===== src/rtl/mem_access_ctrl.sv =====
//==============================================================================
// Module   : mem_access_ctrl
// Purpose  : Memory-stage load/store sequencer. Turns a single LDR/STR from the
//            control unit into one memory request, freezes the upstream pipeline
//            while the request is outstanding, and reports the load result or a
//            fault (misaligned word access or memory timeout) in a one-cycle
//            DONE slot.
// Revision : 1.0 - initial release
//------------------------------------------------------------------------------
// Parameters
//   TIMEOUT     maximum REQ-state cycles to wait for mem_ready (1..15)
// Ports
//   clk         single clock, rising edge
//   rst_n       asynchronous active-low reset
//   datamem_en  load/store present in the memory stage
//   rw          1 = load, 0 = store
//   size        1 = byte, 0 = word
//   addr        effective address
//   st_data     store data
//   mem_ready   memory completed the current request
//   mem_rdata   memory read word, valid with mem_ready
//   mem_req     registered request to memory
//   mem_we      registered write enable
//   mem_addr    registered word-aligned address
//   mem_wdata   registered write data (byte stores replicated to all lanes)
//   mem_be      registered byte enables, little-endian lanes
//   stall       combinational pipeline freeze
//   load_valid  one-cycle pulse, load_data valid
//   load_data   registered load result, byte loads zero-extended
//   fault       00 none, 01 misaligned word, 10 timeout (nonzero only in DONE)
//==============================================================================
`default_nettype none

module mem_access_ctrl #(
    parameter int unsigned TIMEOUT = 15
) (
    input  logic        clk,
    input  logic        rst_n,
    input  logic        datamem_en,
    input  logic        rw,
    input  logic        size,
    input  logic [31:0] addr,
    input  logic [31:0] st_data,
    input  logic        mem_ready,
    input  logic [31:0] mem_rdata,
    output logic        mem_req,
    output logic        mem_we,
    output logic [31:0] mem_addr,
    output logic [31:0] mem_wdata,
    output logic [3:0]  mem_be,
    output logic        stall,
    output logic        load_valid,
    output logic [31:0] load_data,
    output logic [1:0]  fault
);

    //--------------------------------------------------------------------------
    // State encoding and constants
    //--------------------------------------------------------------------------
    localparam logic [1:0] S_IDLE = 2'd0;
    localparam logic [1:0] S_REQ  = 2'd1;
    localparam logic [1:0] S_DONE = 2'd2;

    localparam logic [1:0] c_FAULT_NONE    = 2'b00;
    localparam logic [1:0] c_FAULT_ALIGN   = 2'b01;
    localparam logic [1:0] c_FAULT_TIMEOUT = 2'b10;

    // Last wait-count value before giving up on the memory.
    localparam logic [3:0] c_LAST_WAIT = 4'(TIMEOUT - 1);

    //--------------------------------------------------------------------------
    // Registers
    //--------------------------------------------------------------------------
    logic [1:0]  r_state;
    logic [3:0]  r_wait_cnt;
    logic        r_rw;
    logic        r_size;
    logic [1:0]  r_lane;
    logic        r_mem_req;
    logic        r_mem_we;
    logic [31:0] r_mem_addr;
    logic [31:0] r_mem_wdata;
    logic [3:0]  r_mem_be;
    logic        r_load_valid;
    logic [31:0] r_load_data;
    logic [1:0]  r_fault;

    //--------------------------------------------------------------------------
    // Request formation from the incoming instruction
    //--------------------------------------------------------------------------
    logic        w_aligned;
    logic [3:0]  w_be_req;
    logic [31:0] w_wdata_req;

    // Byte accesses can never be misaligned; words need addr[1:0] == 00.
    assign w_aligned = size | (addr[1:0] == 2'b00);

    always_comb begin
        w_be_req    = 4'b1111;
        w_wdata_req = st_data;
        if (size) begin
            // One-hot lane enable; the byte is replicated so the memory picks
            // it up on whichever lane is enabled.
            w_be_req    = 4'b0001 << addr[1:0];
            w_wdata_req = {4{st_data[7:0]}};
        end
    end

    //--------------------------------------------------------------------------
    // Load result formation from the memory response
    //--------------------------------------------------------------------------
    logic [7:0]  w_rd_byte;
    logic [31:0] w_load_result;
    logic        w_wait_expired;

    always_comb begin
        w_rd_byte = mem_rdata[7:0];
        case (r_lane)
            2'd0:    w_rd_byte = mem_rdata[7:0];
            2'd1:    w_rd_byte = mem_rdata[15:8];
            2'd2:    w_rd_byte = mem_rdata[23:16];
            default: w_rd_byte = mem_rdata[31:24];
        endcase
    end

    assign w_load_result  = r_size ? {24'b0, w_rd_byte} : mem_rdata;
    assign w_wait_expired = (r_wait_cnt == c_LAST_WAIT);

    //--------------------------------------------------------------------------
    // Sequencer
    //--------------------------------------------------------------------------
    always_ff @(posedge clk or negedge rst_n) begin
        if (!rst_n) begin
            r_state      <= S_IDLE;
            r_wait_cnt   <= 4'd0;
            r_rw         <= 1'b0;
            r_size       <= 1'b0;
            r_lane       <= 2'd0;
            r_mem_req    <= 1'b0;
            r_mem_we     <= 1'b0;
            r_mem_addr   <= 32'd0;
            r_mem_wdata  <= 32'd0;
            r_mem_be     <= 4'b0000;
            r_load_valid <= 1'b0;
            r_load_data  <= 32'd0;
            r_fault      <= c_FAULT_NONE;
        end else begin
            case (r_state)
                S_IDLE: begin
                    if (datamem_en) begin
                        if (w_aligned) begin
                            r_rw        <= rw;
                            r_size      <= size;
                            r_lane      <= addr[1:0];
                            r_mem_req   <= 1'b1;
                            r_mem_we    <= ~rw;
                            r_mem_addr  <= {addr[31:2], 2'b00};
                            r_mem_wdata <= w_wdata_req;
                            r_mem_be    <= w_be_req;
                            r_wait_cnt  <= 4'd0;
                            r_state     <= S_REQ;
                        end else begin
                            // Misaligned word: nothing goes to memory, the
                            // fault is reported in the DONE slot.
                            r_fault <= c_FAULT_ALIGN;
                            r_state <= S_DONE;
                        end
                    end
                end

                S_REQ: begin
                    // Request fields stay untouched here so the memory sees a
                    // stable request; only mem_req drops on completion.
                    if (mem_ready) begin
                        // Ready wins even on the final wait cycle.
                        r_mem_req <= 1'b0;
                        r_fault   <= c_FAULT_NONE;
                        if (r_rw) begin
                            r_load_data  <= w_load_result;
                            r_load_valid <= 1'b1;
                        end
                        r_state <= S_DONE;
                    end else if (w_wait_expired) begin
                        r_mem_req <= 1'b0;
                        r_fault   <= c_FAULT_TIMEOUT;
                        r_state   <= S_DONE;
                    end else begin
                        r_wait_cnt <= r_wait_cnt + 4'd1;
                    end
                end

                S_DONE: begin
                    // datamem_en still reflects the instruction that is just
                    // leaving the stage, so it is not examined here.
                    r_load_valid <= 1'b0;
                    r_fault      <= c_FAULT_NONE;
                    r_state      <= S_IDLE;
                end

                default: begin
                    r_mem_req    <= 1'b0;
                    r_load_valid <= 1'b0;
                    r_fault      <= c_FAULT_NONE;
                    r_state      <= S_IDLE;
                end
            endcase
        end
    end

    //--------------------------------------------------------------------------
    // Outputs
    //--------------------------------------------------------------------------
    // Stall must assert in the same cycle the instruction arrives, hence the
    // combinational path from datamem_en.
    assign stall      = ((r_state == S_IDLE) & datamem_en) | (r_state == S_REQ);

    assign mem_req    = r_mem_req;
    assign mem_we     = r_mem_we;
    assign mem_addr   = r_mem_addr;
    assign mem_wdata  = r_mem_wdata;
    assign mem_be     = r_mem_be;
    assign load_valid = r_load_valid;
    assign load_data  = r_load_data;
    assign fault      = r_fault;

endmodule

`default_nettype wire


===== config.mk =====
export PLATFORM = sky130hd
export DESIGN_NAME = mem_access_ctrl
export DESIGN_NICKNAME = d
export VERILOG_FILES = /design/src/rtl/mem_access_ctrl.sv
export SDC_FILE = /design/constraint.sdc
export NUM_CORES = 1
export LEC_CHECK = 0
export CAP_MARGIN = 20
export CELL_PAD_IN_SITES_DETAIL_PLACEMENT = 0
export CELL_PAD_IN_SITES_GLOBAL_PLACEMENT = 1
export CORE_MARGIN = 1
export CORE_UTILIZATION = 29
export DETAILED_ROUTE_END_ITERATION = 16
export GPL_TIMING_DRIVEN = 0
export PLACE_DENSITY = 0.79
export SLEW_MARGIN = 30
export SYNTH_ARGS = -nofsm -noshare
export SYNTH_HDL_FRONTEND = slang
export SYNTH_SLANG_ARGS = --single-unit

===== constraint.sdc =====
create_clock -name clk -period 1.4 [get_ports clk]
set_input_delay 0.21 -clock clk [delete_from_list [all_inputs] [get_ports clk]]
set_output_delay 0.21 -clock clk [all_outputs]
set_load 0.01 [all_outputs]

; Yosys cells after proc, flatten, opt, wreduce, memory -nomap -nowiden
; Index checks and enable logic that the tools add are counted.
[classes]
addsub = 1
n_eq_ne = 13
shifts = 1
n_mux = 26
bitwise = 6
reduce_logical = 11
[op_table]
columns = operator, count
row1 = $mux 32, 2
row2 = $pmux 8 s3, 1
row3 = $mux 4, 5
row4 = $mux 2, 7
row5 = $ne 2x2->1 const B, 7
row6 = $reduce_and 3->1, 4
row7 = $pmux 2 s2, 2
row8 = $pmux 4 s2, 1
row9 = $logic_not 2->1, 3
row10 = $mux 1, 6
row11 = $reduce_and 5->1, 1
row12 = $add 4x1->4 const B, 1
row13 = $eq 2x1->1 const B, 2
row14 = $eq 2x2->1 const B, 2
row15 = $eq 4x4->1 const B, 1
row16 = $reduce_and 4->1, 1
row17 = $shl 1x2->4 const A, 1
row18 = $ne 3x3->1 const B, 1
row19 = $not 1->1, 3
row20 = $pmux 1 s3, 1
row21 = $or 1x1->1, 2
row22 = $pmux 1 s2, 1
row23 = $reduce_and 2->1, 1
row24 = $reduce_bool 2->1, 1
row25 = $and 1x1->1, 1
[word_totals]
regBits = 113
in_bits = 102
output_inout_bits = 106
word_cells = 71

; Depth between registers and ports, before layout
[depth]
ltp_word = 5
mapped_depth = 7
mapped_depth_nobuf = 6

; Worst setup path after synthesis
; Ideal clock, no wire load.
[synth_timing]
path_type = flip-flop to flip-flop
start = register r_state[0]
end = register r_mem_addr[10], in the netlist mem_addr[10]
setup_ns = 0.125
arrival_ns = 1.396
t_required_ns = 1.275
setup_slack_ns = -0.121
stages_incl_launch_ff = 7
path_buffers = 3
synth_period_minus_slack_ns = 1.521
path_cell_list = dfrtp_1 buf_4 nor3b_4 nand2_2 buf_6 buf_6 mux2_4
[synth_between]
elab_chain_cells = 2
[synth_lines]
columns = item, line_no
row1 = from (decl), 74  ; logic [1:0] r_state;
row2 = from (signal assigned), 134  ; r_state <= S_IDLE;
row3 = from (signal assigned), 161  ; r_state <= S_REQ;
row4 = from (signal assigned), 166  ; r_state <= S_DONE;
row5 = $logic_not 2->1, 148  ; case (r_state)
row6 = $reduce_and 3->1 (no line), -
row7 = to (signal assigned), 157  ; r_mem_addr <= {addr[31:2], 2'b00};
row8 = to (decl), 81  ; logic [31:0] r_mem_addr;
; No other way between the ends.
; A chain may end at the register's enable or synchronous reset.

; Final worst setup path
[layout_timing]
start = register r_state[0]
end = register r_mem_addr[2], in the netlist mem_addr[2]
; The elaborated chain is that of the path after synthesis.

==> flow_metrics.env <==
export IMPL_clk_latency_ps=410
export IMPL_grt_use_total_pct=17.2
export IMPL_hold_class="input port to flop"
export IMPL_cts_buffers=17
export IMPL_synth_top_area_share_pct=56.1
export IMPL_cp_end_kind="flop"
export IMPL_swShare_pct=32.4
export IMPL_ant_nets=0
export IMPL_fin_cells=919
export IMPL_routedWlPerCell_um=16.4
export IMPL_hold_depth=3
export IMPL_die_area_um2=17900
export IMPL_p_seq_share_pct=31.6
export IMPL_htreeDepth=4
export IMPL_reg2reg_depth=6
export IMPL_slew_headroom_pct=52.4
export IMPL_layout_drive_gt1_share_pct=23.9
export IMPL_leakagePower_nw=4.06
export IMPL_drc=0
export IMPL_crit_type="flop to flop"
export IMPL_cts_tree="built"
export IMPL_post_route_period_util_pct=111
export IMPL_synthTopCellsByCount="113 x dfrtp_1, 86 x nand2_1, 56 x o21ai_0, 37 x mux2_4, 32 x mux2i_1"
export IMPL_cp_arrival_ps=1840
export IMPL_p_total_mw=17.6
export IMPL_synth_avg_cell_area_um2=11.4
export IMPL_peakVddDrop_v=0.000846
export IMPL_synth_cells=441
export IMPL_grt_max_degree=65
export IMPL_yosysTopAreaCell="dfrtp_1"
export IMPL_die_h_um=134
export IMPL_share_comb_of_total_power_pct=40.0
export IMPL_finalNetCount=790
export IMPL_syn_area_um2=5040
export IMPL_pin_count=208
export IMPL_cts_sinks=113
export IMPL_p_int_mw=11.9
export IMPL_fp_row_count=47
export IMPL_ys_ff_latch=113
export IMPL_first_pass_iters=4
export IMPL_hold_viol=0
export IMPL_synth_flop_cell="dfrtp_1"
export IMPL_io_buffers=204
export IMPL_synthArstFlopShare_pct=100
export IMPL_synth_area_leaders="dfrtp_1 56%, mux2_4 11%, nand2_1 6.4%"
export IMPL_cts_clk_slew_worst_paths_ps=50
export IMPL_yosysSeqAreaShare_pct=56.1
export IMPL_viasPerCell=4.65
export IMPL_gr_total_overflow=0
export IMPL_worst_pin_slew_ps=714
export IMPL_cp_max_fo=10
export IMPL_drv_cap=0
export IMPL_worst_slack_ps=-157
export IMPL_ys_types=39
export IMPL_setup_tns_ps=-7080
export IMPL_core_area_um2=16800
export IMPL_dpl_hpwl_um=10800
export IMPL_status="finished, violations left"
export IMPL_required_ps=1690
export IMPL_grt_pass1_vias=4508
export IMPL_final_util_pct=50.4
export IMPL_clk_path_buf_depth=2
export IMPL_wl_um=15000
export IMPL_diodes=0
export IMPL_synth_edf_count=0
export IMPL_setup_viol=72
export IMPL_synth_most_common_cell="dfrtp_1"
export IMPL_gp_congestion=0.786
export IMPL_placed_cells=867
export IMPL_p_clk_share_pct=28.3
export IMPL_synth_warnings=0
export IMPL_rsz0062_at_grt="yes"
export IMPL_clock_skew_ps=8.30
export IMPL_start_util_pct=30.1
export IMPL_drt_iter0_markers=164
export IMPL_antenna_found_initial=0
export IMPL_grt_first_pass_wirelength_um=23500
export IMPL_via_count=4275
export IMPL_final_max_slew_viol_count=0
export IMPL_pre_cts_ws_ps=-696
export IMPL_power_switching_mw=5.68
export IMPL_die_w_um=134
export IMPL_fmax_ghz=0.642
export IMPL_fin_crit_ps=1560
export IMPL_areaGrowthSynthToFinish_pct=67.5
export IMPL_power_per_cell_area_nw_per_um2=2080
export IMPL_violations="negative setup slack"
export IMPL_cts_root_buf="clkbuf_16"
export IMPL_startpoint_type="flop"
logic make-up (layout without fill, tap and decap cells):
kind of cell	Yosys count	after routing	synth area share, %
buffers and inverters	35	292	3.80
and+or+nand+nor	122	122	10.3
other	1	2	0.0744
adders and majority gates	2	2	0.496
DFF	113	113	56.1
xor gates and xnor gates	1	1	0.174
AOI/OAI and AO/OA	93	93	10.1
muxes	74	74	18.9
worst max-delay path: stages, from the launching register on:
cell and delay, ps:
dfrtp_1 370, buf_6 130, nor3b_4 210, nand2_2 110, buf_12 160, buf_12 150
mux2_4 300
sequential cells by signal, summed over array words and instances, names as in the netlist:
register,cells
r_wait_cnt,4
fault,2
load_valid,1
r_state,2
mem_wdata,32
r_rw,1
load_data,32
mem_be,4
r_size,1
mem_req,1
mem_addr,30
r_lane,2
mem_we,1
stage by stage:
| step | hold slack [ps] | area, µm² |
|---|---|---|
| CTS | 241 | 8190 |
| floorplan | -85.6 | 5050 |
| global route | 293 | 8450 |
| global placement | 464 | 7370 |
| detailed placement | 150 | 7400 |
| finish | 257 | 8450 |
cell type report:
type | count | area [µm²]
tap | 220 | 275
sequential | 113 | 2830
clock inverter | 13 | 233
timing repair buffer | 227 | 2160
multi-input combinational | 294 | 2170
clock buffer | 19 | 453
fill | 1502 | 8310
buffer | 29 | 313
inverter | 4 | 17.5
cells in the final DEF (no fill, tap or decap), drive strengths merged, types with 3 or more instances in the layout:
| master | instances |
|---|---|
| inv | 4 |
| bufinv | 6 |
| dlygate4sd2 | 103 |
| nor2 | 20 |
| clkinvlp | 4 |
| a31oi | 3 |
| mux2 | 40 |
| a211oi | 5 |
| clkbuf | 28 |
| buf | 44 |
| mux2i | 32 |
| dfrtp | 113 |
| a21oi | 21 |
| clkinv | 3 |
| nand3 | 3 |
| nand2 | 87 |
| o21ai | 56 |
| clkdlybuf4s50 | 98 |
path summary, 6_finish.rpt:
path / from / end / slack (ps)
hold / removal: size / r_wait_cnt[3]$_DFFE_PN0P_ / 260
setup / recovery: r_state[0]$_DFFE_PN0P_ / mem_addr[2]$_DFFE_PN0P_ / -160
hold reg to reg: load_data[11]$_DFFE_PN0P_ / load_data[11]$_DFFE_PN0P_ / 470
setup reg to reg: r_state[0]$_DFFE_PN0P_ / mem_addr[2]$_DFFE_PN0P_ / -160
min in group asynchronous: rst_n / load_valid$_DFFE_PN0P_ / 290
max in group asynchronous: rst_n / mem_addr[25]$_DFFE_PN0P_ / 460
metal layers:
layer  global-route usage, %  up-vias  wire (µm)
met5                       0        -          0
met4                    5.81        0        210
met3                    6.16       18       1320
met2                    28.4      182       7250
met1                    20.7     2062       6250
li1                        -     2013          -
power groups by stage:
stage / clock (mW) / sequential, mW / combinational [mW]
final: 4.97 / 5.56 / 7.03
after global routing: 5.24 / 5.76 / 7.61
after CTS: 5.07 / 5.56 / 6.69
after detailed placement: 0 / 5.61 / 7.21
after global placement: 0 / 5.56 / 7.09
after floorplan: 0 / 6.12 / 2.73
what timing repair did:
| action | 4_1_cts | 5_1_grt |
|---|---|---|
| hold endpoints to repair | 49 | 0 |
| gates resized for setup | 174 | 80 |
| endpoints found under the setup margin | 216 | 111 |
| cloned | 0 | 3 |
| pin swaps | 8 | 13 |
| hold buffers | 1 | 0 |
| buffers inserted | 10 | 9 |
Note: power is estimated with default switching activity, not from simulation.
